===== src/rtl/gyro_bias_cal.sv =====
// Gyro bias calibration: averages 2^LOG2_SAMPLES stationary samples per axis, then subtracts
// the bias from each sample with saturation. Define GYRO_DEADBAND_EN to zero small residual rates.
module gyro_bias_cal #(
   parameter int LOG2_SAMPLES = 8,
   parameter int DEADBAND     = 4
) (
   input  logic        clk_100mhz,
   input  logic        rst_in,
   input  logic        recal_in,
   input  logic        raw_valid_in,
   input  logic [15:0] raw_gx_in,
   input  logic [15:0] raw_gy_in,
   input  logic [15:0] raw_gz_in,
   output logic [15:0] gx,
   output logic [15:0] gy,
   output logic [15:0] gz,
   output logic        valid_out,
   output logic        calibrated_out,
   output logic [0:0]  state_dbg
);

   localparam int AW = 16 + LOG2_SAMPLES;
   localparam logic [0:0] CAL = 1'b0;
   localparam logic [0:0] RUN = 1'b1;
   localparam logic signed [16:0] DB = 17'(DEADBAND);
`ifdef GYRO_DEADBAND_EN
   localparam bit DB_EN = 1'b1;
`else
   localparam bit DB_EN = 1'b0;
`endif

   // Handshake: raw_valid_in is a one-cycle strobe with no backpressure; valid_out
   // pulses exactly one clock after each RUN-state sample and never otherwise.

   logic [0:0]              state;
   logic [LOG2_SAMPLES-1:0] cnt;
   logic signed [AW-1:0]    acc      [3];
   logic signed [AW-1:0]    acc_next [3];
   logic signed [15:0]      bias     [3];
   logic signed [15:0]      raw      [3];
   logic signed [15:0]      corr     [3];

   function automatic logic signed [15:0] condition(input logic signed [16:0] d);
      logic signed [15:0] s;
      if (d > 17'sd32767)
         s = 16'sh7fff;
      else if (d < -17'sd32768)
         s = 16'sh8000;
      else
         s = d[15:0];
      if (DB_EN && (17'(s) <= DB) && (17'(s) >= -DB))
         s = '0;
      return s;
   endfunction

   always_comb begin
      raw[0] = raw_gx_in;
      raw[1] = raw_gy_in;
      raw[2] = raw_gz_in;
      for (int i = 0; i < 3; i++) begin
         acc_next[i] = acc[i] + AW'(raw[i]);
         corr[i]     = condition(17'(raw[i]) - 17'(bias[i]));
      end
   end

   always_ff @(posedge clk_100mhz or posedge rst_in) begin
      if (rst_in) begin
         state     <= CAL;
         cnt       <= '0;
         valid_out <= 1'b0;
         gx        <= '0;
         gy        <= '0;
         gz        <= '0;
         for (int i = 0; i < 3; i++) begin
            acc[i]  <= '0;
            bias[i] <= '0;
         end
      end else if (recal_in) begin
         // Bias is deliberately retained; it is only replaced when the new average completes.
         state     <= CAL;
         cnt       <= '0;
         valid_out <= 1'b0;
         gx        <= '0;
         gy        <= '0;
         gz        <= '0;
         for (int i = 0; i < 3; i++) acc[i] <= '0;
      end else begin
         valid_out <= 1'b0;
         if (raw_valid_in) begin
            if (state == CAL) begin
               cnt <= cnt + 1'b1;
               if (&cnt) begin
                  // Arithmetic shift of the final sum: floor division toward -inf.
                  state <= RUN;
                  for (int i = 0; i < 3; i++) begin
                     bias[i] <= acc_next[i][AW-1:LOG2_SAMPLES];
                     acc[i]  <= '0;
                  end
               end else begin
                  for (int i = 0; i < 3; i++) acc[i] <= acc_next[i];
               end
            end else begin
               gx        <= corr[0];
               gy        <= corr[1];
               gz        <= corr[2];
               valid_out <= 1'b1;
            end
         end
      end
   end

   assign calibrated_out = (state == RUN);
   assign state_dbg      = state;

endmodule


===== config.mk =====
export PLATFORM = sky130hd
export DESIGN_NAME = gyro_bias_cal
export DESIGN_NICKNAME = d
export VERILOG_FILES = /design/src/rtl/gyro_bias_cal.sv
export SDC_FILE = /design/constraint.sdc
export NUM_CORES = 1
export LEC_CHECK = 0
export ABC_AREA = 1
export CAP_MARGIN = 20
export CELL_PAD_IN_SITES_DETAIL_PLACEMENT = 1
export CELL_PAD_IN_SITES_GLOBAL_PLACEMENT = 2
export CORE_UTILIZATION = 36
export DETAILED_ROUTE_END_ITERATION = 16
export GPL_TIMING_DRIVEN = 0
export PLACE_DENSITY_LB_ADDON = 0.1
export SYNTH_ARGS = -nofsm -noshare
export SYNTH_HDL_FRONTEND = slang
export SYNTH_SLANG_ARGS = --single-unit

===== constraint.sdc =====
create_clock -name clk_100mhz -period 12.3 [get_ports clk_100mhz]
set_input_delay 3.69 -clock clk_100mhz [delete_from_list [all_inputs] [get_ports clk_100mhz]]
set_output_delay 3.69 -clock clk_100mhz [all_outputs]
set_load 0.1 [all_outputs]

==> out/metrics.csv, run 1 <==
metric,value,unit
drt-pass1-iter-count,5,
setup_viol,0,
synth_top_area_share,31.33,%
powerDensity,110.4,mW/mm^2
gp_congestion,0.9056,
max_clock_freq,0.1661,GHz
drc,0,
cts_root_buf,clkbuf_16,
p_int,1.125,mW
fin_nets,2407,
rsz0062_at_grt,false,
synthTopCellsByArea,"dfrtp_1 (31%), nand2_1 (19%), ha_1 (10%)",
crit_family,buffers and inverters,
synth_commonest_cells,"nand2_1 (703), inv_1 (282), nand3_1 (205)",
cp-start-kind,flop,
areaGrowthSynthToFinish,16.44,%
syn_nets,2286,
critPathMaxFanout,8,
place_area,0.01591,sq mm
routedWlPerCell,19.21,um
synth_edf_count,0,
hp-start,bias[2]$_DFFE_PP0P_,
rr_worst_depth,6,
coreArea,0.03883,sq mm
grt_use_total,26.85,%
final_cells,2762,
pre_cts_ws,5839,ps
crit_arrival,2330,ps
crit_chain,buf_4 > clkdlybuf4s50_1,
row_count,72,
numCtsBuffers,17,
synth_most_common_cell,nand2_1,
hold_path_depth,2,
synth-seq-cells,178,
synth_warnings,0,
wirelength,53070,um
power.total,1.828,mW
grt_pass1_vias,14786,
placedCellCount,2730,
final.setup_skew,21.18,ps
slew_violations,0,
post_cts_resized,0,
r2r_end,bias[47]$_DFFE_PP0P_,
p_switching,0.7029,mW
synthesis.area,0.01422,sq mm
yosysTopAreaCell,dfrtp_1,
dieWidth,200.7,um
dp_hpwl,43450,um
fin_area,0.01655,sq mm
setup_tns,0,ps
swShare,38.45,%
cp_slowest_cell,clkdlybuf4s50_1,
grt_pass1_wl,82940,um
ant_nets,0,
worst_pin_slew,1093,ps
final_hold_viol_count,0,
routed_via_density,5.207,
syn_area_per_cell,6.738,sq um
seq_area_frac_synth,31.33,%
cts_hold_buffers,0,
path_buf_inv,2,
ir_drop,0.0001090,V
seq_power_share,35.2,%
end_kind,output pin,
cts_tree,built,
p_clk_share,32.9,%
antenna_found_initial,1,
setup_ws,6281,ps
yosysUniqueCellTypes,43,
status,finished clean,
layout_min_cycle_time,6019,ps
relSlewSlack,26.89,%
path_depth,2,
clock_latency,480,ps
drive_above_1_share,4.501,%
port_buffers,101,
die_h,200.7,um
htreeDepth,4,
cts.clk_slew.worst_paths,80,ps
overflow,0,
r2r_start,calibrated_out$_DFFE_PP0P_,
utilization,42.63,%
cp.required,8610,ps
cts_sinks,178,
antenna_cells,0,
finalCritPeriodShare,48.94,%
crit_type,reg -> out,
hold_ws,486.3,ps
reg2reg_slack,9680,ps
hold_path_class,reg -> reg,
grt_max_degree,92,
cp_slowest_stage_delay,1110,ps
fillers,5076,
synthArstFlopShare,100.0,%
synth_flop_cell,dfrtp_1,
cts_setup_buffers,0,
clock_path_buffers,2,
drt_iter0_drc,586,
hold_path_end,bias[2]$_DFFE_PP0P_,
num_vias,14381,
initial_core_util,36.61,%
drv_cap,0,
ios,103,
syn_inst,2110,
die_area,0.04029,sq mm
p_comb_share,31.8,%
power.leakage,8.992,nW
==> power by group through the flow <==
stage	combinational (mW)	sequential (mW)	clock, mW
after CTS	0.581	0.644	0.614
after floorplan	0.402	0.648	0
after detailed placement	0.576	0.655	0
after global routing	0.658	0.648	0.634
final	0.582	0.644	0.602
after global placement	0.563	0.654	0
==> worst max-delay path by stage <==
| stage | to | slack (ps) | startpoint |
|---|---|---|---|
| detailed placement | gz[4]$_DFFE_PP0P_ | 5840 | raw_gz_in[15] |
| floorplan | acc[0]$_DFFE_PP0P_ | 3780 | rst_in |
| global placement | acc[42]$_DFFE_PP0P_ | 870 | rst_in |
| finish | state_dbg | 6280 | calibrated_out$_DFFE_PP0P_ |
| CTS | state_dbg | 6260 | calibrated_out$_DFFE_PP0P_ |
| global route | gy[9]$_DFFE_PP0P_ | 6150 | raw_gy_in[0] |
==> registers in the layout, summed over array words and instances, names as in the netlist <==
| register | count |
|---|---|
| acc | 72 |
| bias | 48 |
| gx | 16 |
| gy | 16 |
| gz | 16 |
| cnt | 8 |
| calibrated_out | 1 |
| valid_out | 1 |
==> cell usage in the layout, fill, tap and decap left out, types with 5 or more instances in the layout <==
master,instances
buf_4,12
xor2_1,41
inv_2,8
nor3_1,27
nand3b_1,30
nand3_2,8
clkbuf_1,7
ha_1,118
a21o_1,5
o21ai_1,7
a22o_1,6
nand2_1,703
clkinv_8,5
or2_2,7
fa_1,6
o21ai_0,112
clkdlybuf4s50_1,101
buf_2,17
clkbuf_16,17
nor2_1,119
inv_1,281
nand4_1,37
o21bai_1,7
a21oi_1,133
dfrtp_1,178
nand3_1,205
==> area by class of cell <==
cell class / count / area (sq um) / area share [%]
Buffer: 40 / 246.5 / 1.489
Clock buffer: 17 / 425.4 / 2.570
Clock inverter: 15 / 217.7 / 1.315
Inverter: 291 / 1101 / 6.652
Multi-Input combinational cell: 1601 / 8422 / 50.88
Sequential cell: 178 / 4454 / 26.91
Tap cell: 518 / 648.1 / 3.915
Timing Repair Buffer: 102 / 1039 / 6.274
==> per-layer routing <==
metal	track usage (%)	share of wire [%]
met5	0	0
met4	8.779	2.5
met3	3.393	3.1
met2	45.34	47
met1	35.48	47
==> worst reg2reg max path, delay by kind of cell (launching register included) <==
| family | cells | cell delay (ps) |
|---|---|---|
| buffers and inverters | 2 | 770 |
| and+or+nand+nor | 3 | 1150 |
| DFF | 1 | 510 |
| AOI/OAI and AO/OA | 1 | 140 |
==> kinds of logic after synthesis <==
group,after synthesis,synth area share [%]
simple gates,1146,34.46
buf+inv,331,9.426
compound gates,288,10.90
flops,178,31.33
fa+ha+maj,124,11.23
xor+xnor,43,2.649
(Power assumes the default switching activity.)
==> inputs of run 2 (changes only) <==
--- a/config.mk
+++ b/config.mk
@@ -9,7 +9,7 @@
 export CAP_MARGIN = 20
 export CELL_PAD_IN_SITES_DETAIL_PLACEMENT = 1
 export CELL_PAD_IN_SITES_GLOBAL_PLACEMENT = 2
-export CORE_UTILIZATION = 36
+export CORE_UTILIZATION = 31
 export DETAILED_ROUTE_END_ITERATION = 16
 export GPL_TIMING_DRIVEN = 0
 export PLACE_DENSITY_LB_ADDON = 0.1
==> constraint.sdc (replaced) <==
create_clock -name clk_100mhz -period 5 [get_ports clk_100mhz]
set_input_delay 1.5 -clock clk_100mhz [delete_from_list [all_inputs] [get_ports clk_100mhz]]
set_output_delay 1.5 -clock clk_100mhz [all_outputs]
set_load 0.1 [all_outputs]
==> out/metrics.csv, run 2 (same netlist as run 1, synthesis figures left out) <==
metric,value,unit
p_switching,1.738,mW
finalCritPeriodShare,78.34,%
drt-pass1-iter-count,5,
setup_viol,0,
status,finished clean,
swShare,39.05,%
setup_ws,1083,ps
cts_root_buf,clkbuf_16,
cp.required,3500,ps
largest_reg_flops,72,
p_clk_share,32.3,%
rr_worst_depth,6,
placedCellCount,2816,
grt_pass1_vias,14824,
wirelength,54220,um
fin_nets,2411,
cts.clk_slew.worst_paths,80,ps
dp_hpwl,44990,um
pre_cts_ws,653.5,ps
end_kind,output pin,
drv_cap,0,
ant_nets,0,
areaGrowthSynthToFinish,17.28,%
dieWidth,216.1,um
ir_drop,0.0002565,V
cts_hold_buffers,0,
coreArea,0.04528,sq mm
hold_path_class,reg -> reg,
reg.largest.list,"acc: 72 flops, bias: 48 flops",
gp_congestion,0.8720,
layout_min_cycle_time,3917,ps
grt_max_degree,39,
worst_pin_slew,1007,ps
slew_violations,0,
grt_pass1_wl,85300,um
initial_core_util,31.39,%
ios,103,
clock_latency,500,ps
overflow,0,
drt_iter0_drc,662,
final_common_cell,nand2_1,
fillers,5831,
p_comb_share,32.1,%
drc,0,
final.setup_skew,14.65,ps
num_vias,14126,
routed_via_density,4.958,
clock_path_buffers,2,
row_count,78,
setup_tns,0,ps
rsz0062_at_grt,false,
routedWlPerCell,19.03,um
max_clock_freq,0.2553,GHz
relSlewSlack,32.66,%
final_cells,2849,
die_h,216.1,um
final_cell_mix,"nand2_1 (703), inv_1 (281), nand3_1 (205), dfrtp_1 (178), a21oi_1 (133)",
crit_type,reg -> out,
power.leakage,9.003,nW
p_int,2.713,mW
final_hold_viol_count,0,
critPathMaxFanout,8,
die_area,0.04672,sq mm
drive_above_1_share,4.671,%
post_cts_resized,0,
numCtsBuffers,17,
cts_setup_buffers,0,
crit_arrival,2420,ps
seq_power_share,35.6,%
powerDensity,267.0,mW/mm^2
antenna_found_initial,0,
htreeDepth,4,
grt_use_total,24.00,%
cts_sinks,178,
hold_path_depth,2,
port_buffers,101,
cts_tree,built,
regMostFlops,acc,
cp-start-kind,flop,
==> run 2: cell types whose count changed in the layout (fill, tap and decap cells not counted) <==
cell	previous run	this run
clkinv_2	1	2
inv_6	3	4
buf_12	0	5
buf_16	1	0
diode_2	0	1
inv_8	4	6
clkinv_4	1	2
clkinv_8	5	0
clkinvlp_4	1	2
bufinv_16	2	1
==> run 2: worst max-delay path, cell delays in order (launching register included) <==
cell,delay [ps]
dfrtp_1,620
buf_4,180
clkdlybuf4s50_1,1110
==> run 2: stage by stage <==
step / hold WS (ps) / total power [mW] / util (%) / cell area [sq um]
6_report: 490.1 / 4.451 / 36.82 / 16670
5_1_grt: 509.6 / 4.747 / 36.81 / 16670
4_1_cts: 493.9 / 4.514 / 36.81 / 16670
3_5_place_dp: 473.5 / 3.043 / 35.51 / 16080
3_3_place_gp: 467.4 / 3.008 / 35.29 / 15980
2_1_floorplan: 448.9 / 2.585 / - / 14220
==> run 2: power by group through the flow <==
stage	Sequential (mW)	Combinational (mW)	Clock (mW)
4_1_cts	1.59	1.44	1.49
2_1_floorplan	1.59	0.990	0
6_report	1.59	1.43	1.44
5_1_grt	1.60	1.62	1.53
3_3_place_gp	1.61	1.40	0
3_5_place_dp	1.61	1.43	0
==> run 2: worst paths after layout <==
kind,startpoint,endpoint,slack [ps]
worst max-delay path,calibrated_out$_DFFE_PP0P_,state_dbg,1080
worst min-delay path,bias[22]$_DFFE_PP0P_,bias[22]$_DFFE_PP0P_,490
worst max register to register,calibrated_out$_DFFE_PP0P_,bias[11]$_DFFE_PP0P_,2110
worst min register to register,bias[22]$_DFFE_PP0P_,bias[22]$_DFFE_PP0P_,490
max in group asynchronous,rst_in,acc[20]$_DFFE_PP0P_,2340
min in group asynchronous,rst_in,gx[7]$_DFFE_PP0P_,1380
==> run 2: metal layers <==
| layer | GRT usage [%] | part of all wire, % |
|---|---|---|
| met1 | 32.74 | 50 |
| met2 | 39.51 | 46 |
| met3 | 3.593 | 3.1 |
| met4 | 6.080 | 1.5 |
| met5 | 0 | 0 |
==> run 2: layout make-up <==
type / instances / area, sq um / area share [%]
sequential: 178 / 4454 / 26.72
clock buffer: 17 / 425.4 / 2.552
timing repair buffer: 106 / 1111 / 6.664
antenna: 1 / 2.502 / 0.01501
clock inverter: 15 / 162.7 / 0.9756
inverter: 291 / 1097 / 6.582
multi-input combinational: 1601 / 8422 / 50.51
tap: 600 / 750.7 / 4.503
buffer: 40 / 246.5 / 1.478
